`config.mk`:
```
export PLATFORM = sky130hd
export DESIGN_NAME = fifo_wr_arbiter_flat
export DESIGN_NICKNAME = d
export VERILOG_FILES = /design/src/rtl/fifo_param_pkg.sv /design/src/rtl/fifo_wr_arbiter_if.sv /design/src/rtl/rr_pick.sv /design/src/rtl/fifo_wr_arbiter.sv /design/src/flat_wrapper.sv
export SDC_FILE = /design/constraint.sdc
export NUM_CORES = 1
export LEC_CHECK = 0
export CORE_MARGIN = 2
export CORE_UTILIZATION = 40
export CTS_BUF_LIST = sky130_fd_sc_hd__clkbuf_16
export CTS_CLUSTER_SIZE = 8
export DETAILED_ROUTE_END_ITERATION = 12
export PLACE_DENSITY = 0.77
export SLEW_MARGIN = 20
export SYNTH_ARGS = -nofsm -noshare
export SYNTH_HDL_FRONTEND = slang
export SYNTH_SLANG_ARGS = --single-unit
```
`constraint.sdc`:
```
create_clock -name CLK -period 1.8 [get_ports CLK]
set_clock_uncertainty 0.15 [all_clocks]
set_input_delay 0.36 -clock CLK [delete_from_list [all_inputs] [get_ports CLK]]
set_output_delay 0.36 -clock CLK [all_outputs]
set_load 0.02 [all_outputs]
```
`src/rtl/fifo_param_pkg.sv`:
```
// Shared FIFO write-side types: data width, arbiter state encoding and the
// per-write tag used to route delayed FIFO errors back to their producer.
package fifo_param_pkg;

  localparam int DATA_WIDTH = 16;
  // Wide enough for the largest supported requester count (8).
  localparam int ID_W = 3;

  typedef enum logic {
    IDLE = 1'b0,
    OWN  = 1'b1
  } arb_state_e;

  typedef struct packed {
    logic            valid;
    logic [ID_W-1:0] id;
  } err_tag_t;

endpackage

```
`src/rtl/fifo_wr_arbiter_if.sv`:
```
// Producer-side and FIFO-side signals of the write arbiter, bundled so the
// arbiter and its environment connect through one port.
interface fifo_wr_arbiter_if
  import fifo_param_pkg::*;
#(
  parameter int NUM_REQ = 4,
  parameter int DATA_W  = DATA_WIDTH
);

  // Handshake: req[i] is a level "valid" with req_wdata[i] stable while high;
  // ack[i] is the "ready" and a word moves exactly on an edge where both are high.
  logic [NUM_REQ-1:0]             req;
  logic [NUM_REQ-1:0][DATA_W-1:0] req_wdata;
  logic [NUM_REQ-1:0]             ack;
  logic [NUM_REQ-1:0]             req_err;
  logic                           fifo_wr_en;
  logic [DATA_W-1:0]              fifo_wdata;
  logic                           fifo_full;
  logic                           fifo_wr_err;
  arb_state_e                     dbg_state;

  modport master (
    input  req, req_wdata, fifo_full, fifo_wr_err,
    output ack, req_err, fifo_wr_en, fifo_wdata, dbg_state
  );

  modport slave (
    output req, req_wdata, fifo_full, fifo_wr_err,
    input  ack, req_err, fifo_wr_en, fifo_wdata, dbg_state
  );

endinterface

```
`src/rtl/rr_pick.sv`:
```
// Combinational round-robin selector: first set request strictly after
// `last`, wrapping around; shared by the read- and write-side arbiters.
module rr_pick #(
  parameter int N  = 4,
  parameter int IW = $clog2(N)
) (
  input  logic [N-1:0]  req,
  input  logic [IW-1:0] last,
  output logic          any,
  output logic [IW-1:0] sel
);

  logic [IW-1:0] cand;

  always_comb begin
    any  = 1'b0;
    sel  = '0;
    cand = '0;
    for (int i = 1; i <= N; i++) begin
      cand = IW'((int'(last) + i) % N);
      if (!any && req[cand]) begin
        any = 1'b1;
        sel = cand;
      end
    end
  end

endmodule

```
`src/rtl/fifo_wr_arbiter.sv`:
```
// Round-robin arbiter sharing one FIFO write port among NUM_REQ producers,
// with bounded bursts and per-write tags for delayed error attribution.
module fifo_wr_arbiter
  import fifo_param_pkg::*;
#(
  parameter int NUM_REQ   = 4,
  parameter int DATA_W    = DATA_WIDTH,
  parameter int MAX_BURST = 4,
  parameter int ERR_LAT   = 2
) (
  input  logic              CLK,
  input  logic              nRST,
  fifo_wr_arbiter_if.master bus
);

  localparam int IW = $clog2(NUM_REQ);
  localparam int BW = $clog2(MAX_BURST + 1);

  arb_state_e         state_q, state_d;
  logic [IW-1:0]      owner_q, owner_d;
  logic [IW-1:0]      last_q, last_d;
  logic [BW-1:0]      burst_q, burst_d;
  logic               wr_en_q, wr_en_d;
  logic [DATA_W-1:0]  wdata_q, wdata_d;
  logic [NUM_REQ-1:0] req_err_q, req_err_d;
  logic [NUM_REQ-1:0] ack_c;
  err_tag_t           tag_q [ERR_LAT];
  logic               pick_any;
  logic [IW-1:0]      pick_sel;

  rr_pick #(.N(NUM_REQ), .IW(IW)) u_pick (
    .req  (bus.req),
    .last (last_q),
    .any  (pick_any),
    .sel  (pick_sel)
  );

  always_comb begin
    state_d = state_q;
    owner_d = owner_q;
    last_d  = last_q;
    burst_d = burst_q;
    wr_en_d = 1'b0;
    wdata_d = wdata_q;
    ack_c   = '0;
    case (state_q)
      IDLE: begin
        if (pick_any && !bus.fifo_full) begin
          ack_c[pick_sel] = 1'b1;
          owner_d = pick_sel;
          burst_d = BW'(1);
          wr_en_d = 1'b1;
          wdata_d = bus.req_wdata[pick_sel];
          state_d = OWN;
        end
      end
      OWN: begin
        // A full FIFO stalls the owner in place; burst_cnt only counts real writes.
        if (bus.req[owner_q] && (burst_q < BW'(MAX_BURST))) begin
          if (!bus.fifo_full) begin
            ack_c[owner_q] = 1'b1;
            burst_d = burst_q + BW'(1);
            wr_en_d = 1'b1;
            wdata_d = bus.req_wdata[owner_q];
          end
        end else begin
          last_d  = owner_q;
          state_d = IDLE;
        end
      end
      default: state_d = IDLE;
    endcase
  end

  always_comb begin
    req_err_d = '0;
    if (bus.fifo_wr_err && tag_q[ERR_LAT-1].valid) begin
      req_err_d = NUM_REQ'(1) << tag_q[ERR_LAT-1].id;
    end
  end

  always_ff @(posedge CLK or negedge nRST) begin
    if (!nRST) begin
      state_q   <= IDLE;
      owner_q   <= '0;
      last_q    <= IW'(NUM_REQ - 1);
      burst_q   <= '0;
      wr_en_q   <= 1'b0;
      wdata_q   <= '0;
      req_err_q <= '0;
    end else begin
      state_q   <= state_d;
      owner_q   <= owner_d;
      last_q    <= last_d;
      burst_q   <= burst_d;
      wr_en_q   <= wr_en_d;
      wdata_q   <= wdata_d;
      req_err_q <= req_err_d;
    end
  end

  // Stage 0 tags the write currently on fifo_wr_en; owner_q still names its producer.
  always_ff @(posedge CLK or negedge nRST) begin
    if (!nRST) begin
      for (int i = 0; i < ERR_LAT; i++) tag_q[i] <= '0;
    end else begin
      tag_q[0] <= '{valid: wr_en_q, id: ID_W'(owner_q)};
      for (int i = 1; i < ERR_LAT; i++) tag_q[i] <= tag_q[i-1];
    end
  end

  // No word may be consumed while reset holds the port.
  assign bus.ack        = nRST ? ack_c : '0;
  assign bus.req_err    = req_err_q;
  assign bus.fifo_wr_en = wr_en_q;
  assign bus.fifo_wdata = wdata_q;
  assign bus.dbg_state  = state_q;

endmodule

```
`src/flat_wrapper.sv`:
```
// flat-port wrapper written by rule: the top's interface ports become plain ports
module fifo_wr_arbiter_flat import fifo_param_pkg::*;
#(
  parameter int NUM_REQ   = 4,
  parameter int DATA_W    = DATA_WIDTH,
  parameter int MAX_BURST = 4,
  parameter int ERR_LAT   = 2
)
  (CLK, nRST, bus_req, bus_req_wdata, bus_fifo_full, bus_fifo_wr_err, bus_ack, bus_req_err, bus_fifo_wr_en, bus_fifo_wdata, bus_dbg_state);
  fifo_wr_arbiter_if #(.NUM_REQ(NUM_REQ), .DATA_W(DATA_W)) bus_i ();
  input  logic CLK;
  input  logic nRST;
  input wire logic [$bits(bus_i.req)-1:0] bus_req;
  input wire logic [$bits(bus_i.req_wdata)-1:0] bus_req_wdata;
  input wire logic [$bits(bus_i.fifo_full)-1:0] bus_fifo_full;
  input wire logic [$bits(bus_i.fifo_wr_err)-1:0] bus_fifo_wr_err;
  output wire logic [$bits(bus_i.ack)-1:0] bus_ack;
  output wire logic [$bits(bus_i.req_err)-1:0] bus_req_err;
  output wire logic [$bits(bus_i.fifo_wr_en)-1:0] bus_fifo_wr_en;
  output wire logic [$bits(bus_i.fifo_wdata)-1:0] bus_fifo_wdata;
  output wire logic [$bits(bus_i.dbg_state)-1:0] bus_dbg_state;
  assign bus_i.req = bus_req;
  assign bus_i.req_wdata = bus_req_wdata;
  assign bus_i.fifo_full = bus_fifo_full;
  assign bus_i.fifo_wr_err = bus_fifo_wr_err;
  assign bus_ack = bus_i.ack;
  assign bus_req_err = bus_i.req_err;
  assign bus_fifo_wr_en = bus_i.fifo_wr_en;
  assign bus_fifo_wdata = bus_i.fifo_wdata;
  assign bus_dbg_state = bus_i.dbg_state;
  fifo_wr_arbiter #(.NUM_REQ(NUM_REQ), .DATA_W(DATA_W), .MAX_BURST(MAX_BURST), .ERR_LAT(ERR_LAT)) u_core (.CLK(CLK), .nRST(nRST), .bus(bus_i));
endmodule
```
==> out/qor.txt <==
Status: finished with violations
Failing checks: negative setup slack
Pre-CTS setup slack: -1200 ps
Worst setup path startpoint: u_core.owner_q[0]
Async S/R FF share, synth: 100%
Post-Route WL: 8.51 mm
Clk buf depth: 2
Yosys warns: 0
Hpwl dp: 5.74 mm
GR Util All Layers: 24.8%
Critical Path AT: 1800 ps
TritonRoute pass-1 iters: 4
Design area: 4440 um^2
Initial Util: 40.8%
N_diodes: 0
Initial antenna violation count: 0
Count leader, synth: dfrtp_1
Synth-to-layout area growth: 73.5%
Launching element type of the critical path: flip-flop
Fill count: 457
H-Tree Depth: 2
Routed vias/inst: 5.91
Crit end category: primary output
First-pass GRT wire length: 13.8 mm
Worst reg-to-reg setup slack: -420 ps
DR iter-0 viols: 141
EDFF count, synth: 0
Number of CTS-inserted buffers: 5
Clk sink count: 35
Top post-synthesis cells by count: dfrtp_1 (33), nor2b_1 (23), a32oi_1 (19), mux4_2 (17)
GP Congestion: 0.835
PnR worst setup slack: -506 ps
Cells on worst reg2reg path: 10
Reg2Reg Launch Point: u_core.owner_q[0]
Critical-path maximum fanout: 5
# setup viols final: 23
Die area: 7060 um^2
Max-Cap Viols: 0
Tcrit/Tclk final: 128%
Avg Cell Area, Syn: 11.2 um^2
CTS tree: yes
Final Hold Vio Count: 0
Yosys reg bits: 35
Hold slack: 0.290 ps
Post-synthesis cell type count: 44
PD cells: 1470 nW/um^2
Largest net degree at the start of global routing: 26
Util after Layout: 70.8%
Synth Flop Type: dfrtp_1
Via count: 2664
Share of cells above drive strength 1: 38.0%
FP Rows: 29
Post-synth top area share: 32.2%
Crit path kind: reg2out
Final count of pins violating max slew: 0
Relative slew slack: 77.8%
R2R Path End: u_core.bus.fifo_wdata[5]
Num ports: 98
Mapped Area: 2560 um^2
Skew-Pair Late Insertion Delay: 280 ps
Setup TNS: -8770 ps
GRT overflow: 0
Multi-input logic area: 1670 um^2
Final cell count without fillers: 451
Minimum clock period: 2310 ps
Die X: 84.0 um
Syn Nets: 301
Top cells by area, synth: dfrtp_1 (32%), mux4_2 (15%), a32oi_1 (6.5%)
Vias in the first global route: 2826
Design Power: 6.55 mW
Worst slew pin tran: 333 ps
Yosys top cell by area: dfrtp_1
WP data required: 1290 ps
Mapped Cells: 228
Port Buffers: 97
Worst IR Drop VDD: 776 uV
Worst-path clk slew: 60 ps
Leak: 1.91 nW
FF/Latch Area: 880 um^2
Die Y-Extent: 84.0 um
Root Buffer: clkbuf_16
Placed Area: 3980 um^2
Placed cells: 429
Nets: 446
Mean routed wirelength per cell: 18.9 um
RSZ-0062 raised after global routing: yes
Fmax achieved: 0.434 GHz
Residual DRC: 0
Detail Route Antenna Nets: 0
Seq/Total Area, Yosys: 34.3%
Core outline area: 6280 um^2
Hold crit path type: in2async
timing repair:
action	4_1_cts	5_1_grt
endpoints found under the setup margin	28	31
hold endpoints to repair	10	0
pin swaps	6	4
setup buffers	8	4
resized for setup	43	14
hold buffers	1	0
cloned	4	0
worst max-delay path by stage:
stage,endpoint
5_1_grt,bus_ack[1]
2_1_floorplan,bus_ack[3]
3_5_place_dp,bus_ack[2]
6_report,bus_ack[1]
4_1_cts,bus_ack[1]
3_3_place_gp,bus_ack[0]
kinds of logic after synthesis:
group                      after synthesis  synth area share (%)
xor gates and xnor gates                 1                 0.342
AOI/OAI and AO/OA                       90                  29.4
muxes                                   19                  15.8
buffers and inverters                   33                  8.89
and+or+nand+nor                         49                  10.8
adders and majority gates                1                 0.488
DFF                                     35                  34.3
critical path, stage by stage (launching register included):
cell     delay, ps
dfrtp_1        380
mux4_2         530
nand2_2        110
nor2_4          60
a32oi_2        230
nor2b_2         70
buf_6          130
layout make-up:
class / instances / area share, %
clock inverters: 3 / 0.451
multi-input cells: 160 / 37.7
inverters: 7 / 0.591
well taps: 77 / 2.17
clock buffers: 5 / 2.82
repair buffers: 164 / 36.5
flip-flops and latches: 35 / 19.8
sequential cells by signal, summed over array words and instances, names as in the netlist:
| register | flops |
|---|---|
| u_core.last_q | 2 |
| u_core.bus.fifo_wdata | 16 |
| u_core.bus.dbg_state | 1 |
| u_core.owner_q | 2 |
| u_core.burst_q | 3 |
| u_core.bus.req_err | 4 |
| u_core.bus.fifo_wr_en | 1 |
| u_core.tag_q | 6 |
power breakdown:
part           internal (mW)  total, mW  switching [mW]
logic                   2.26       4.29            2.03
clock network          0.510      0.859           0.349
registers               1.15       1.39           0.241
metal layers:
metal / vias to the layer above / global-route usage (%) / wire length (um)
li1: 1216 / - / -
met3: 18 / 5.54 / 569
met2: 109 / 42.4 / 4260
met4: 0 / 8.36 / 178
met5: - / 0 / 0
met1: 1321 / 30.9 / 3500
cells in the final DEF, fill, tap and decap left out, types with 2 or more instances in the layout:
cell type / instances
a211oi_1: 4
clkdlybuf4s50_1: 82
buf_4: 53
nor3_1: 2
dfstp_2: 2
buf_12: 3
nand3_1: 2
o21ai_0: 5
dfrtp_1: 32
a221oi_1: 6
a32oi_2: 3
a21o_1: 16
clkbuf_16: 5
buf_6: 10
clkinvlp_4: 2
nor2b_2: 4
dlygate4sd2_1: 5
and3_1: 2
nor2b_1: 19
a211oi_2: 12
nand2b_1: 3
a21oi_1: 3
buf_16: 4
nor2_1: 3
a31oi_1: 2
nor3_4: 2
inv_1: 7
nand2_1: 6
a221oi_2: 9
a32oi_1: 16
dlymetal6s2s_1: 5
o211a_1: 2
mux4_2: 17
Power figures use the tool's default switching activity.
